[config.mk]
export PLATFORM = sky130hd
export DESIGN_NAME = mem_pattern_master
export DESIGN_NICKNAME = d
export VERILOG_FILES = /design/src/rtl/mem_pattern_master.sv
export SDC_FILE = /design/constraint.sdc
export NUM_CORES = 1
export LEC_CHECK = 0
export ABC_CLOCK_PERIOD_IN_PS = 8250
export CAP_MARGIN = 30
export CORE_ASPECT_RATIO = 0.8
export CORE_UTILIZATION = 25
export CTS_CLUSTER_SIZE = 20
export DETAILED_ROUTE_END_ITERATION = 16
export PLACE_DENSITY = 0.55
export SLEW_MARGIN = 40
export SYNTH_ARGS = -nofsm -noshare
export SYNTH_HDL_FRONTEND = slang
export SYNTH_SLANG_ARGS = --single-unit
[constraint.sdc]
create_clock -name clk_i -period 8.25 [get_ports clk_i]
set_clock_uncertainty 0.2 [all_clocks]
set_input_delay 0.825 -clock clk_i [delete_from_list [all_inputs] [get_ports clk_i]]
set_output_delay 0.825 -clock clk_i [all_outputs]
set_load 0.02 [all_outputs]
[src/rtl/mem_pattern_master.sv]
`timescale 1ns/1ps
// Memory pattern master: writes (seed + offset) to a run of words, reads them back and counts mismatches.
// Latency: one request per 3 cycles with a one-cycle-late ready; done_o is visible 6*len cycles after start.
// Backpressure: request held stable while ready_i=0; a request stalled TIMEOUT cycles aborts the run.
module mem_pattern_master #(
    parameter int WIDTH      = 16,
    parameter int DEPTH      = 64,
    parameter int ADDR_WIDTH = $clog2(DEPTH),
    parameter int TIMEOUT    = 16
) (
    input  logic                  clk_i,
    input  logic                  reset_i,
    input  logic                  start_i,
    input  logic [ADDR_WIDTH-1:0] base_addr_i,
    input  logic [ADDR_WIDTH:0]   len_i,
    input  logic [WIDTH-1:0]      seed_i,
    output logic                  valid_o,
    output logic [ADDR_WIDTH-1:0] addr_o,
    output logic [WIDTH-1:0]      wdata_o,
    output logic                  wr_rd_o,
    input  logic                  ready_i,
    input  logic [WIDTH-1:0]      rdata_i,
    output logic                  busy_o,
    output logic                  done_o,
    output logic                  pass_o,
    output logic                  timeout_o,
    output logic [ADDR_WIDTH:0]   err_count_o,
    output logic [ADDR_WIDTH-1:0] first_err_addr_o
);

    localparam int CW = ADDR_WIDTH + 1;
    localparam int WW = $clog2(TIMEOUT + 1);

    localparam logic [2:0] S_IDLE   = 3'd0;
    localparam logic [2:0] S_WR_REQ = 3'd1;
    localparam logic [2:0] S_WR_GAP = 3'd2;
    localparam logic [2:0] S_RD_REQ = 3'd3;
    localparam logic [2:0] S_RD_GAP = 3'd4;
    localparam logic [2:0] S_FIN    = 3'd5;

    localparam logic [CW-1:0] DEPTH_C   = CW'(DEPTH);
    localparam logic [WW-1:0] WAIT_LAST = WW'(TIMEOUT - 1);

    logic [2:0]            state;
    logic [ADDR_WIDTH-1:0] base_q;
    logic [CW-1:0]         len_q;
    logic [WIDTH-1:0]      seed_q;
    logic [CW-1:0]         offset;
    logic [WW-1:0]         wait_cnt;

    logic [CW-1:0]         addr_sum;
    logic                  xfer;
    logic                  last;
    logic                  mismatch;
    logic                  stall_out;

    // Request address wraps modulo DEPTH (base and offset are both below DEPTH, so one subtract suffices)
    always_comb begin
        addr_sum = {1'b0, base_q} + offset;
        if (addr_sum >= DEPTH_C) begin
            addr_o = ADDR_WIDTH'(addr_sum - DEPTH_C);
        end else begin
            addr_o = ADDR_WIDTH'(addr_sum);
        end
    end

    assign wdata_o   = seed_q + WIDTH'(offset);
    assign valid_o   = (state == S_WR_REQ) || (state == S_RD_REQ);
    assign wr_rd_o   = (state == S_WR_REQ);
    assign busy_o    = (state != S_IDLE);
    assign done_o    = (state == S_FIN);
    assign xfer      = valid_o && ready_i;
    assign last      = (offset == len_q - 1'b1);
    assign mismatch  = (rdata_i != wdata_o);
    assign stall_out = !ready_i && (wait_cnt == WAIT_LAST);

    // Run sequencer: latches the run, steps write then read phases, accumulates status
    always_ff @(posedge clk_i) begin
        if (reset_i) begin
            state            <= S_IDLE;
            base_q           <= '0;
            len_q            <= '0;
            seed_q           <= '0;
            offset           <= '0;
            wait_cnt         <= '0;
            pass_o           <= 1'b0;
            timeout_o        <= 1'b0;
            err_count_o      <= '0;
            first_err_addr_o <= '0;
        end else begin
            case (state)
                S_IDLE: begin
                    if (start_i) begin
                        base_q           <= base_addr_i;
                        seed_q           <= seed_i;
                        len_q            <= (len_i > DEPTH_C) ? DEPTH_C : len_i;
                        offset           <= '0;
                        wait_cnt         <= '0;
                        timeout_o        <= 1'b0;
                        err_count_o      <= '0;
                        first_err_addr_o <= '0;
                        if (len_i == '0) begin
                            state  <= S_FIN;
                            pass_o <= 1'b1;
                        end else begin
                            state  <= S_WR_REQ;
                            pass_o <= 1'b0;
                        end
                    end
                end
                S_WR_REQ: begin
                    if (xfer) begin
                        offset   <= offset + 1'b1;
                        wait_cnt <= '0;
                        state    <= S_WR_GAP;
                    end else if (stall_out) begin
                        timeout_o <= 1'b1;
                        pass_o    <= 1'b0;
                        state     <= S_FIN;
                    end else begin
                        wait_cnt <= wait_cnt + 1'b1;
                    end
                end
                S_WR_GAP: begin
                    if (offset == len_q) begin
                        offset <= '0;
                        state  <= S_RD_REQ;
                    end else begin
                        state  <= S_WR_REQ;
                    end
                end
                S_RD_REQ: begin
                    if (xfer) begin
                        offset   <= offset + 1'b1;
                        wait_cnt <= '0;
                        if (mismatch) begin
                            err_count_o <= err_count_o + 1'b1;
                            if (err_count_o == '0) begin
                                first_err_addr_o <= addr_o;
                            end
                        end
                        if (last) begin
                            pass_o <= (err_count_o == '0) && !mismatch;
                            state  <= S_FIN;
                        end else begin
                            state  <= S_RD_GAP;
                        end
                    end else if (stall_out) begin
                        timeout_o <= 1'b1;
                        pass_o    <= 1'b0;
                        state     <= S_FIN;
                    end else begin
                        wait_cnt <= wait_cnt + 1'b1;
                    end
                end
                S_RD_GAP: begin
                    state <= S_RD_REQ;
                end
                S_FIN: begin
                    state <= S_IDLE;
                end
                default: begin
                    state <= S_IDLE;
                end
            endcase
        end
    end

endmodule

==> run metrics <==
status=complete, no violations; DR pass1 iterations=4; Synth Area in XOR/XNOR=0.129; Initial DRC Count=249; CTS clock-pin slew for the worst setup and hold paths=50 ps; CP Capture Type=output pin; Antenna Violating Nets Remaining=0; top_reg_cell synth=dfxtp_1; initial cell density of the core=0.255; fin nets=634; post-synthesis mux area share=0.0287; initial antenna violation count=0; critical path's top delay family=buffers and inverters; Layout Utilization=0.345; Post-Synth Simple-Gate Area=0.251; #FFs+latches synth=59; Mapped Nets=558; maximum VDD drop=0.105 mV; Netlist Area Pre-Place=3830 sq um; # clock sinks=59; final non-filler cell total=759; Max Fclk=0.239 GHz; Final setup viols=0; top cells by area, synth=dfxtp_1 (31%), nand2_1 (8.3%), a21oi_1 (7.7%); post-synth top area share=0.308; Max Fanout on Critical Path=8; # rows=40; syn_area_per_cell=7.84 sq um; RSZ-0062 raised after global routing=false; clock latency on the worst-skew pair=320 ps; first-pass GRT wire length=18,200 um; largest family of logic cells by synthesized area=simple AND/OR/NAND/NOR gates; total global-route track usage=0.144; routability cong.=0.829; Final HPWL DP=8400 um; Slew headroom=0.552; Die Y=113 um; critical path's slowest cell=clkdlybuf4s50_1; EDFF count, synth=0; yosys warns=0; largest net degree at the start of global routing=52; Crit path largest cell delay=630 ps; startpoint class of the critical path=flip-flop; Layout area overhead=34.9%; TritonCTS buffer count=9; number of diodes=0; worst hold path class=reg -> reg; Compound-Gate Fraction of Synth Area=0.169; vias in the first global route=3,571; I/O pin count=90; Placeable Area=15,000 sq um; overall power=0.000857 W; leading area contributor after synthesis=dfxtp_1; WP buf/inv=2; # DRC=0; worst endpoint required time=7220 ps; Netlist cell types=55; adder-cell area share of the yosys netlist=0.0692; Leakage=1.97 nW; Port Buffers=89; max-slew violations=0; Pwr Density=166 nW/um^2; setup TNS=0 ps; Synth async-reset ratio=0; Post-Synthesis Cells=489; Worst-Margin Slew=669 ps; final hold vios=0; GRT overflow=0; post-cts gate resize count=0; Via density=4.85; hold_buf cts=0; crit share post-route=0.507; Placed Instances=743; H-tree levels=3; Setup CP Type=reg -> out; Max-Cap Viols=0; fill count=1,553; DRT Wirelength=11,000 um; ratio of cells with drive above 1 in the final layout=0.0544; Post-CTS Setup Inserts=0; worst-path cell chain=inv_1 > fa_1 > nor2b_1 > o2111ai_1 > a21oi_1 > o21ai_1 > xnor2_1 > clkdlybuf4s50_1; die width=140 um; sequential cell area fraction in the yosys report=0.308; WP data arrival=3150 ps; Avg WL per Cell=14.4 um; CTS Root Cell=clkbuf_16; CTS Buffer Depth=2; die area=15,800 sq um; via count=3,680; min Tclk post-route=4180 ps; CTS tree=yes
worst min-delay path: cells and delay by family (launching register included):
family / cells / cell delay [ps]
and+or+nand+nor: 1 / 50
AOI/OAI and AO/OA: 1 / 50
DFF: 1 / 310
final timing paths:
check / start / end / slack (ps) / depth (start not counted)
max reg2reg: offset[1]$_SDFFE_PP0P_ / first_err_addr_o[3]$_SDFFE_PP0P_ / 4900 / 10
min: seed_q[6]$_SDFFE_PP0P_ / seed_q[6]$_SDFFE_PP0P_ / 260 / 2
min reg2reg: seed_q[6]$_SDFFE_PP0P_ / seed_q[6]$_SDFFE_PP0P_ / 260 / 2
max: offset[1]$_SDFFE_PP0P_ / wdata_o[14] / 4070 / 8
stage by stage:
step                      setup slack (ps)  area, sq um  hold WS (ps)
after floorplan                       5130         3830           240
after global placement                4520         4870           248
after detailed placement              4460         4880           250
after CTS                             4110         5170           258
after global routing                  3870         5170           272
final                                 4070         5170           256
flip-flops by register name (all words and copies together) (netlist names):
name,count
len_q,7
seed_q,16
base_q,6
first_err_addr_o,6
wait_cnt,5
state,3
err_count_o,7
offset,7
pass_o,1
timeout_o,1
cells in the final DEF, fill, tap and decap left out, types with 3 or more instances in the layout:
cell type,instances
or3_1,6
o21ai_0,7
xor2_1,30
o21bai_1,4
nand3b_1,8
nand2b_1,5
nand4_1,8
nand3_1,17
nor4_1,9
and3_1,3
mux2i_1,11
dfxtp_1,59
inv_1,16
a21oi_1,59
nand2_1,84
clkbuf_16,9
and2_1,4
a21o_1,6
clkinv_2,3
a211oi_1,4
xnor2_1,21
clkdlybuf4s50_1,89
ha_1,18
nor2b_1,3
nor2_1,31
nor3_1,10
buf_4,3
power breakdown:
part	total, W	internal, W	switching [W]
sequential	0.000314	0.000298	0.0000164
combinational	0.000174	0.0000810	0.0000929
clock	0.000369	0.000240	0.000129
area by class of cell:
cell class | instances | area [sq um] | area share
clock buffers | 11 | 243 | 0.0469
clock inverters | 5 | 52.6 | 0.0102
inverters | 17 | 63.8 | 0.0123
multi-input cells | 386 | 2480 | 0.480
flip-flops and latches | 59 | 1180 | 0.228
well taps | 189 | 236 | 0.0457
repair buffers | 92 | 913 | 0.176
synthesized netlist by cell type, types with 4 or more instances:
master	instances
o21ai_0	7
nand4_1	8
nor4_1	9
xor2_1	30
and2_1	4
clkbuf_1	22
xnor2_1	21
mux2i_1	11
or3_1	6
o21bai_1	4
inv_1	16
nand3b_1	8
a211oi_1	4
nand2_1	85
buf_2	4
a21oi_1	59
nor3_1	10
ha_1	18
dfxtp_1	59
nand3_1	17
nand2b_1	5
nor2_1	32
a21o_1	6
routing by layer:
| layer | vias to the layer above | GRT usage | share of wire |
|---|---|---|---|
| met5 | - | 0 | 0 |
| met2 | 86 | 0.220 | 0.43 |
| met1 | 1734 | 0.201 | 0.50 |
| met3 | 12 | 0.0322 | 0.051 |
| li1 | 1848 | - | - |
| met4 | 0 | 0.0435 | 0.013 |
cells by family after synthesis:
family,after synthesis
fa+ha+maj,20
buf+inv,44
simple gates,200
mux,11
xor+xnor,53
compound gates,102
flops,59
Note: power is estimated with default switching activity, not from simulation.
